<file path="src/rtl/ps2_pkg.sv">
// Shared constants and state encodings for the PS/2 keypad path.
package ps2_pkg;

    // Set-2 scan codes used by the paddle decoder
    localparam logic [7:0] SC_EXT  = 8'hE0;
    localparam logic [7:0] SC_BRK  = 8'hF0;
    localparam logic [7:0] SC_W    = 8'h1D;
    localparam logic [7:0] SC_S    = 8'h1B;
    localparam logic [7:0] SC_UP   = 8'h75;
    localparam logic [7:0] SC_DOWN = 8'h72;

    // Frame receiver states
    typedef enum logic [1:0] {
        RX_IDLE   = 2'd0,
        RX_DATA   = 2'd1,
        RX_PARITY = 2'd2,
        RX_STOP   = 2'd3
    } rx_state_t;

    // Scan-code prefix tracker states
    typedef enum logic [1:0] {
        DEC_NORM    = 2'd0,
        DEC_EXT     = 2'd1,
        DEC_BRK     = 2'd2,
        DEC_EXT_BRK = 2'd3
    } dec_state_t;

    // Odd parity holds when data plus parity bit carry an odd number of ones
    function automatic logic odd_parity_ok(input logic [7:0] d, input logic p);
        return ^{d, p};
    endfunction

endpackage

</file>
<file path="src/rtl/ps2_frame_rx.sv">
// PS/2 device-to-host frame receiver: synchronizer, clock glitch filter,
// 11-bit frame FSM with parity/stop checking and an inter-edge timeout.
module ps2_frame_rx
    import ps2_pkg::*;
#(
    parameter int FILTER_LEN     = 8,
    parameter int TIMEOUT_CYCLES = 50000
) (
    input  logic       clk,
    input  logic       reset,
    input  logic       ps2_clk,
    input  logic       ps2_data,
    output logic [7:0] rx_byte,
    output logic       byte_valid,
    output logic       err
);

    localparam int FCW = $clog2(FILTER_LEN + 1);
    localparam int TCW = $clog2(TIMEOUT_CYCLES + 1);

    logic [1:0]     clk_sync, dat_sync;
    logic           clk_s, dat_s;
    logic           filt, filt_d, fall;
    logic [FCW-1:0] filt_cnt;

    rx_state_t      state, state_n;
    logic [7:0]     shreg, shreg_n;
    logic [2:0]     bit_cnt, bit_cnt_n;
    logic           par, par_n;
    logic [TCW-1:0] to_cnt, to_cnt_n;

    assign clk_s   = clk_sync[1];
    assign dat_s   = dat_sync[1];
    assign fall    = filt_d & ~filt;
    assign rx_byte = shreg;

    // Two-flop synchronizers; both lines idle high
    always_ff @(posedge clk) begin
        if (!reset) begin
            clk_sync <= 2'b11;
            dat_sync <= 2'b11;
        end else begin
            clk_sync <= {clk_sync[0], ps2_clk};
            dat_sync <= {dat_sync[0], ps2_data};
        end
    end

    // Accept a new clock level only after FILTER_LEN consecutive differing samples
    always_ff @(posedge clk) begin
        if (!reset) begin
            filt     <= 1'b1;
            filt_d   <= 1'b1;
            filt_cnt <= '0;
        end else begin
            filt_d <= filt;
            if (clk_s == filt) begin
                filt_cnt <= '0;
            end else if (filt_cnt == FCW'(FILTER_LEN - 1)) begin
                filt     <= clk_s;
                filt_cnt <= '0;
            end else begin
                filt_cnt <= filt_cnt + FCW'(1);
            end
        end
    end

    // Frame state register
    always_ff @(posedge clk) begin
        if (!reset) begin
            state   <= RX_IDLE;
            shreg   <= '0;
            bit_cnt <= '0;
            par     <= 1'b0;
            to_cnt  <= '0;
        end else begin
            state   <= state_n;
            shreg   <= shreg_n;
            bit_cnt <= bit_cnt_n;
            par     <= par_n;
            to_cnt  <= to_cnt_n;
        end
    end

    // Frame next-state, sampling on each filtered fall, and error detection
    always_comb begin
        state_n    = state;
        shreg_n    = shreg;
        bit_cnt_n  = bit_cnt;
        par_n      = par;
        to_cnt_n   = '0;
        byte_valid = 1'b0;
        err        = 1'b0;

        if (state != RX_IDLE && !fall)
            to_cnt_n = to_cnt + TCW'(1);

        case (state)
            RX_IDLE: begin
                // A high start bit is treated as line noise, not an error
                if (fall && !dat_s) begin
                    state_n   = RX_DATA;
                    bit_cnt_n = '0;
                end
            end
            RX_DATA: begin
                if (fall) begin
                    shreg_n   = {dat_s, shreg[7:1]};
                    bit_cnt_n = bit_cnt + 3'd1;
                    if (bit_cnt == 3'd7)
                        state_n = RX_PARITY;
                end
            end
            RX_PARITY: begin
                if (fall) begin
                    par_n   = dat_s;
                    state_n = RX_STOP;
                end
            end
            RX_STOP: begin
                if (fall) begin
                    if (odd_parity_ok(shreg, par) && dat_s)
                        byte_valid = 1'b1;
                    else
                        err = 1'b1;
                    state_n = RX_IDLE;
                end
            end
            default: state_n = RX_IDLE;
        endcase

        // A stalled frame is dropped; a fall in the same cycle restarts the count instead
        if (state != RX_IDLE && !fall && to_cnt == TCW'(TIMEOUT_CYCLES - 1)) begin
            err      = 1'b1;
            state_n  = RX_IDLE;
            to_cnt_n = '0;
        end
    end

endmodule

</file>
<file path="src/rtl/ps2_keypad_decoder.sv">
// PS/2 keyboard to paddle-control decoder: tracks E0/F0 prefixes and holds
// the W/S/Up/Down key levels for the game core.
module ps2_keypad_decoder
    import ps2_pkg::*;
#(
    parameter int FILTER_LEN     = 8,
    parameter int TIMEOUT_CYCLES = 50000
) (
    input  logic       clk,
    input  logic       reset,
    input  logic       ps2_clk,
    input  logic       ps2_data,
    output logic       p1u,
    output logic       p1d,
    output logic       p2u,
    output logic       p2d,
    output logic [7:0] code,
    output logic       code_valid,
    output logic       frame_err
);

    logic [7:0] rx_byte;
    logic       byte_valid, rx_err;

    dec_state_t dec, dec_n;
    // Key bit order: {p2d, p2u, p1d, p1u}
    logic [3:0] keys, keys_n;
    logic       apply, ext, make;

    ps2_frame_rx #(
        .FILTER_LEN     (FILTER_LEN),
        .TIMEOUT_CYCLES (TIMEOUT_CYCLES)
    ) u_rx (
        .clk        (clk),
        .reset      (reset),
        .ps2_clk    (ps2_clk),
        .ps2_data   (ps2_data),
        .rx_byte    (rx_byte),
        .byte_valid (byte_valid),
        .err        (rx_err)
    );

    assign {p2d, p2u, p1d, p1u} = keys;

    // Decoder state, key levels and the registered byte/strobe outputs share one edge
    always_ff @(posedge clk) begin
        if (!reset) begin
            dec        <= DEC_NORM;
            keys       <= '0;
            code       <= '0;
            code_valid <= 1'b0;
            frame_err  <= 1'b0;
        end else begin
            dec        <= dec_n;
            keys       <= keys_n;
            code_valid <= byte_valid;
            frame_err  <= rx_err;
            if (byte_valid)
                code <= rx_byte;
        end
    end

    // Prefix tracking and make/break application to the mapped keys
    always_comb begin
        dec_n  = dec;
        keys_n = keys;
        apply  = 1'b0;
        ext    = 1'b0;
        make   = 1'b0;

        if (byte_valid) begin
            case (dec)
                DEC_NORM: begin
                    if (rx_byte == SC_EXT) begin
                        dec_n = DEC_EXT;
                    end else if (rx_byte == SC_BRK) begin
                        dec_n = DEC_BRK;
                    end else begin
                        apply = 1'b1;
                        make  = 1'b1;
                    end
                end
                DEC_EXT: begin
                    if (rx_byte == SC_BRK) begin
                        dec_n = DEC_EXT_BRK;
                    end else begin
                        dec_n = DEC_NORM;
                        apply = 1'b1;
                        ext   = 1'b1;
                        make  = 1'b1;
                    end
                end
                DEC_BRK: begin
                    dec_n = DEC_NORM;
                    apply = 1'b1;
                end
                DEC_EXT_BRK: begin
                    dec_n = DEC_NORM;
                    apply = 1'b1;
                    ext   = 1'b1;
                end
                default: dec_n = DEC_NORM;
            endcase
        end

        // Plain 0x75 is keypad 8 and must not touch the Up arrow
        if (apply) begin
            if (!ext && rx_byte == SC_W)    keys_n[0] = make;
            if (!ext && rx_byte == SC_S)    keys_n[1] = make;
            if ( ext && rx_byte == SC_UP)   keys_n[2] = make;
            if ( ext && rx_byte == SC_DOWN) keys_n[3] = make;
        end
    end

endmodule

</file>
<file path="config.mk">
export PLATFORM = sky130hd
export DESIGN_NAME = ps2_keypad_decoder
export DESIGN_NICKNAME = d
export VERILOG_FILES = /design/src/rtl/ps2_pkg.sv /design/src/rtl/ps2_frame_rx.sv /design/src/rtl/ps2_keypad_decoder.sv
export SDC_FILE = /design/constraint.sdc
export NUM_CORES = 1
export LEC_CHECK = 0
export ABC_CLOCK_PERIOD_IN_PS = 2270
export BUFFER_PORTS_ARGS = -buffer_cell sky130_fd_sc_hd__buf_2
export CORE_AREA = 2 2 73 75
export CTS_CLUSTER_SIZE = 10
export DETAILED_ROUTE_END_ITERATION = 8
export DIE_AREA = 0 0 75 77
export GPL_TIMING_DRIVEN = 0
export PLACE_DENSITY = 0.68
export SETUP_SLACK_MARGIN = 0.2
export SLEW_MARGIN = 10
export SYNTH_ARGS = -nofsm -noshare
export SYNTH_HDL_FRONTEND = slang
export SYNTH_SLANG_ARGS = --single-unit
</file>
<file path="constraint.sdc">
create_clock -name clk -period 2.27 [get_ports clk]
set_input_delay 0.3405 -clock clk [delete_from_list [all_inputs] [get_ports clk]]
set_output_delay 0.3405 -clock clk [all_outputs]
set_load 0.1 [all_outputs]
</file>
; ---- After elaboration in Yosys (flattened, before gate mapping)
; Cells that the tools add are included.
[totals]
ff_bits = 56
latch_bits = 0
ramBits = 0
mem_bits_ro = 0
output_inout_bits = 14
n_memories = 0
[classes]
addsub = 3
n_mul = 0
div = 0
order_cmp = 0
eq_ne = 22
n_shift = 0
n_mux = 28
n_bitwise = 5
reduce_logical = 30
[op_table]
columns = cell, n
row1 = "16-bit by 1-bit adder with 16-bit output, second input constant", 1
row2 = "16-bit equality test, second input constant", 1
row3 = "8-bit by 5-bit equality test with 1-bit output, second input constant", 2
row4 = "8-bit by 7-bit equality test with 1-bit output, second input constant", 2
row5 = "8-bit equality test, second input constant", 2
row6 = 2-bit 2-to-1 mux, 8
row7 = 2-bit AND reduction, 8
row8 = 1-bit 2-to-1 mux, 12
row9 = "2-bit by 1-bit != test with 1-bit output, second input constant", 5
row10 = 9-bit parity, 1
row11 = "2-bit equality test, second input constant", 4
row12 = 1-bit logical AND, 8
row13 = 2-bit one-hot mux with 4 select lines, 1
row14 = 3-bit 2-to-1 mux, 2
row15 = 2-bit one-hot mux with 3 select lines, 1
row16 = 3-bit one-hot mux with 2 select lines, 1
row17 = 3-bit OR reduction, 2
row18 = 5-bit AND reduction, 1
row19 = "4-bit by 1-bit adder with 4-bit output, second input constant", 1
row20 = "2-bit by 1-bit equality test with 1-bit output, second input constant", 2
row21 = "4-bit by 3-bit equality test with 1-bit output, second input constant", 1
row22 = 2-bit logical NOT, 2
row23 = 1-bit NOT, 4
row24 = 1-bit one-hot mux with 2 select lines, 2
row25 = other kinds (10), 14

; ---- Longest topological paths before layout
[logic_depth]
depth_word = 9
depth_mapped = 8

; ---- Cells and area by module
; Synthesis repeated with hierarchy kept, for this count alone.
[unflattened]
cells_unflattened = 269
hier_area_um2 = 2613.8
[by_module_without_submodules]
columns = module, instances, cells_each, area_each_um2
row1 = ps2_frame_rx, 1, 200, 1901.8
row2 = ps2_keypad_decoder, 1, 69, 711.9

; ---- Least setup slack after synthesis
; OpenSTA, ideal clock, no wires.
[synth_path]
path_kind = register to register
start = register u_rx.shreg[3], in the netlist u_rx.rx_byte[3]
end = register code[0]
setup_time_ns = 0.072
arrival_time_ns = 1.754
required_ns = 2.198
setup_slack_ns = 0.444
path_stages_with_launch = 7
cell_sequence = dfxtp_1 xnor3_1 xnor3_2 xnor3_1 nor2_2 buf_6 mux2i_1
[synth_between]
elab_chain_len = 5
[synth_rtl]
columns = element, line_no
row1 = start: declaration, ps2_frame_rx.sv:27  ; logic [7:0] shreg, shreg_n;
row2 = start signal: assignment, ps2_frame_rx.sv:77  ; shreg <= shreg_n;
row3 = 9-bit parity, ps2_pkg.sv:30  ; return ^{d, p};
row4 = 1-bit logical AND, ps2_frame_rx.sv:121  ; if (odd_parity_ok(shreg, par) && dat_s)
row5 = 1-bit 2-to-1 mux, ps2_frame_rx.sv:121
row6 = 1-bit 2-to-1 mux, ps2_frame_rx.sv:120  ; if (fall) begin
row7 = 1-bit 2-to-1 mux, ps2_frame_rx.sv:97  ; case (state)
row8 = end signal: assignment, ps2_keypad_decoder.sv:59  ; code <= rx_byte;
row9 = end: declaration, ps2_keypad_decoder.sv:17  ; output logic [7:0] code,
; Every way passes these cells.
; A chain may end at the register's enable or synchronous reset.

; ---- Worst setup path after layout
[layout_path]
start = register u_rx.shreg[5], in the netlist u_rx.rx_byte[5]
end = register code[4]
; The elaborated chain is that of the path after synthesis.

==> metrics <==
final estimated routing congestion in global placement 0.811; Post-Layout Inst Area 0.00277 sq mm; clock sink count 56; clock tree from TritonCTS done; yosys warns 0; pin count of the biggest net entering global routing 16; Critical Path, Cell by Cell xor2_1 -> xnor3_2 -> xnor3_1 -> nor2_2 -> buf_6 -> mux2i_1; total area of multi-input combinational cells 0.00130 sq mm; vias 1,830; reg-to-reg setup timing slack 320 ps; WP data arrival 2190 ps; Final Critical Period 1950 ps; synthesized net count 283; number of global-route vias before repair 1,757; number of violations of the max-capacitance limit 0; Std-Cell Rows 26; largest family of logic cells by synthesized area simple AND/OR/NAND/NOR gates; critical register-to-register path endpoint code[4]; mux cell area share after synthesis 0.0681; Diodes inserted 0; mean number of vias per cell 5.01; starting density of the core 0.502; share of the synthesized netlist area taken by xor and xnor gates 0.0976; GR Util met3 0.0394; met2 Resource Use GR 0.268; worst relative slew slack 0.673; CP startpoint u_rx.rx_byte[5]; cell count after synthesis 271; total cell area at the placement stage 0.00267 sq mm; total die area 0.00578 sq mm; Yosys top cell area share 0.449; final worst clock skew 8.52 ps; Compound-Gate Fraction of Synth Area 0.0596; IO Count 18; number of antenna violations at the first check in global routing 0; antenna-violating nets left 0; setup repair after global routing missed its margin yes; global routing met1 resource utilization 0.214; most common cell after layout, fill and taps aside dfxtp_1; depth of the worst register-to-register path 6; Die Span Y 77 um; # Post-CTS Setup Buffers 0; Core Footprint 0.00498 sq mm; crit path capture code[4]; post-synthesis sequential area ratio 0.449; detailed placement HPWL 3110 um; worst setup path class flop to flop; total power 1.58 mW; Worst Tran Pin Value 491 ps; Overflow after GRT 0; Final Hold Vio Count 0; commonest non-fill, non-tap cells in the layout dfxtp_1 (54), nand2_1 (42), nor2_1 (24); unique cell type count in the Yosys netlist 37; critical-path cell with the highest stage delay xnor3_2; clk slew on worst S/H paths 90 ps; DRT Wirelength 4360 um; per-instance average area after synthesis 9.22 sq um; number of port buffers 17; cell at the root of the clock tree clkbuf_8; proportion of layout cells with a drive suffix above 1 0.112; number of CTS-inserted buffers 5; count of buffer and inverter cells on the critical path 1; leakage power summed over all cells 1.09 nW; Clk Latency, worst-skew pair 300 ps; FILL cells 474; fraction of the mapped netlist area in simple logic gates 0.254; FF+latch count, synth 56; number of buffers on the longest clock path 2; type of the tightest min-delay check primary input to flop; largest cells by area after synthesis dfxtp_1 (45%), mux2i_1 (6.8%), nand2_1 (6.3%); Adder-Cell Fraction of Synth Area 0.0401; worst slack on hold paths 218 ps; highest attainable clock frequency 0.512 GHz; setup TNS 0 ps; GRT Resource Usage Total 0.169; CP Launch Type flop; VDD IR-drop max 0.000345 V; nets@finish 307; DR iter-0 viols 74; global-route wire length before repair 7680 um; final period utilization 0.860; power density over the cells 571 mW/mm^2; required time at the endpoint of the critical path 2500 ps; launch instance of the worst register-to-register path u_rx.rx_byte[5]; number of failing setup endpoints in the final timing report 0; summed instance area of the synthesized netlist 0.00250 sq mm; leading area contributor after synthesis dfxtp_1; routed len/inst 11.9 um; Critical Path Fanout Max 10; Worst setup EP type flop; # DRC 0; Sequential Area 0.00113 sq mm; Area Growth Syn to Fin 11.0%; share of synthesized flip-flops with an asynchronous set or reset 0; number of iterations in the first detailed-routing pass 4; most used routing layer met2; pins over their slew limit 0; stage delay of the slowest cell on the critical path 480 ps; gate family responsible for the most delay along the worst path XOR/XNOR gates; count of flip-flops with a built-in enable after synthesis 0; level count of the clock H-tree 2; width of the die 75 um; WP depth 6; outcome completed; Synth Flop Type dfxtp_1
-- registers in the layout (all words and copies together) (netlist names), 2 cells and up --
register,count
u_rx.bit_cnt,3
u_rx.to_cnt,16
u_rx.filt_cnt,4
keys,4
dec,2
u_rx.dat_sync,2
code,8
u_rx.state,2
u_rx.rx_byte,8
u_rx.clk_sync,2
-- cells in the mapped netlist (all sizes together) (2+ instances only) --
library cell,instances
or3,3
inv,7
and4,4
a21boi,11
nor2b,6
nand2b,5
xnor2,3
xor2,17
and2,2
clkbuf,10
nand2,42
nor4b,3
a21oi,3
dfxtp,56
and3,4
nor3,2
nor2,25
nand3,20
buf,2
ha,8
a22oi,3
nor4,2
xnor3,3
nand4,5
mux2i,17
-- through the flow --
stage	worst slack, ps	std cells	utilization
5_1_grt	172	365	0.557
3_5_place_dp	244	358	0.537
4_1_cts	214	365	0.556
2_1_floorplan	444	271	-
6_report	318	365	0.557
3_3_place_gp	263	358	0.537
-- power by group --
group	leakage, nW	internal [mW]	switching, mW
Clock	0.0503	0.272	0.298
Combinational	0.582	0.0104	0.0176
Sequential	0.453	0.984	0.00223
-- per-layer routing --
metal | part of all wire | up-vias
met1 | 0.48 | 823
met2 | 0.46 | 36
met3 | 0.039 | 9
met4 | 0.025 | 0
li1 | - | 962
met5 | 0 | -
-- cells by family after synthesis --
| kind of cell | after synthesis |
|---|---|
| xor gates and xnor gates | 23 |
| buffers and inverters | 19 |
| and+or+nand+nor | 127 |
| adders and majority gates | 8 |
| AOI/OAI and AO/OA | 21 |
| DFF | 56 |
| muxes | 17 |
-- worst min-delay path by stage --
stage | startpoint | endpoint | slack (ps) | depth (start not counted)
3_5_place_dp | u_rx.dat_sync[0] | u_rx.dat_sync[1] | 400 | 1
6_report | ps2_clk | u_rx.clk_sync[0] | 220 | 2
2_1_floorplan | u_rx.clk_sync[0] | u_rx.clk_sync[1] | 390 | 1
3_3_place_gp | u_rx.clk_sync[0] | u_rx.clk_sync[1] | 390 | 1
4_1_cts | ps2_clk | u_rx.clk_sync[0] | 200 | 2
5_1_grt | ps2_clk | u_rx.clk_sync[0] | 200 | 2
-- what timing repair did --
item / CTS / global route
hold buffers: 0 / 0
resized for setup: 0 / 5
endpoints found under the setup margin: 0 / 20
-- layout make-up --
class                   count  area share
repair buffers             17      0.0307
well taps                  70      0.0316
flip-flops and latches     56       0.406
clock buffers               7      0.0347
plain buffers              12      0.0198
inverters                   7     0.00947
multi-input cells         196       0.468
No activity file was read; power rests on OpenSTA's default activity.
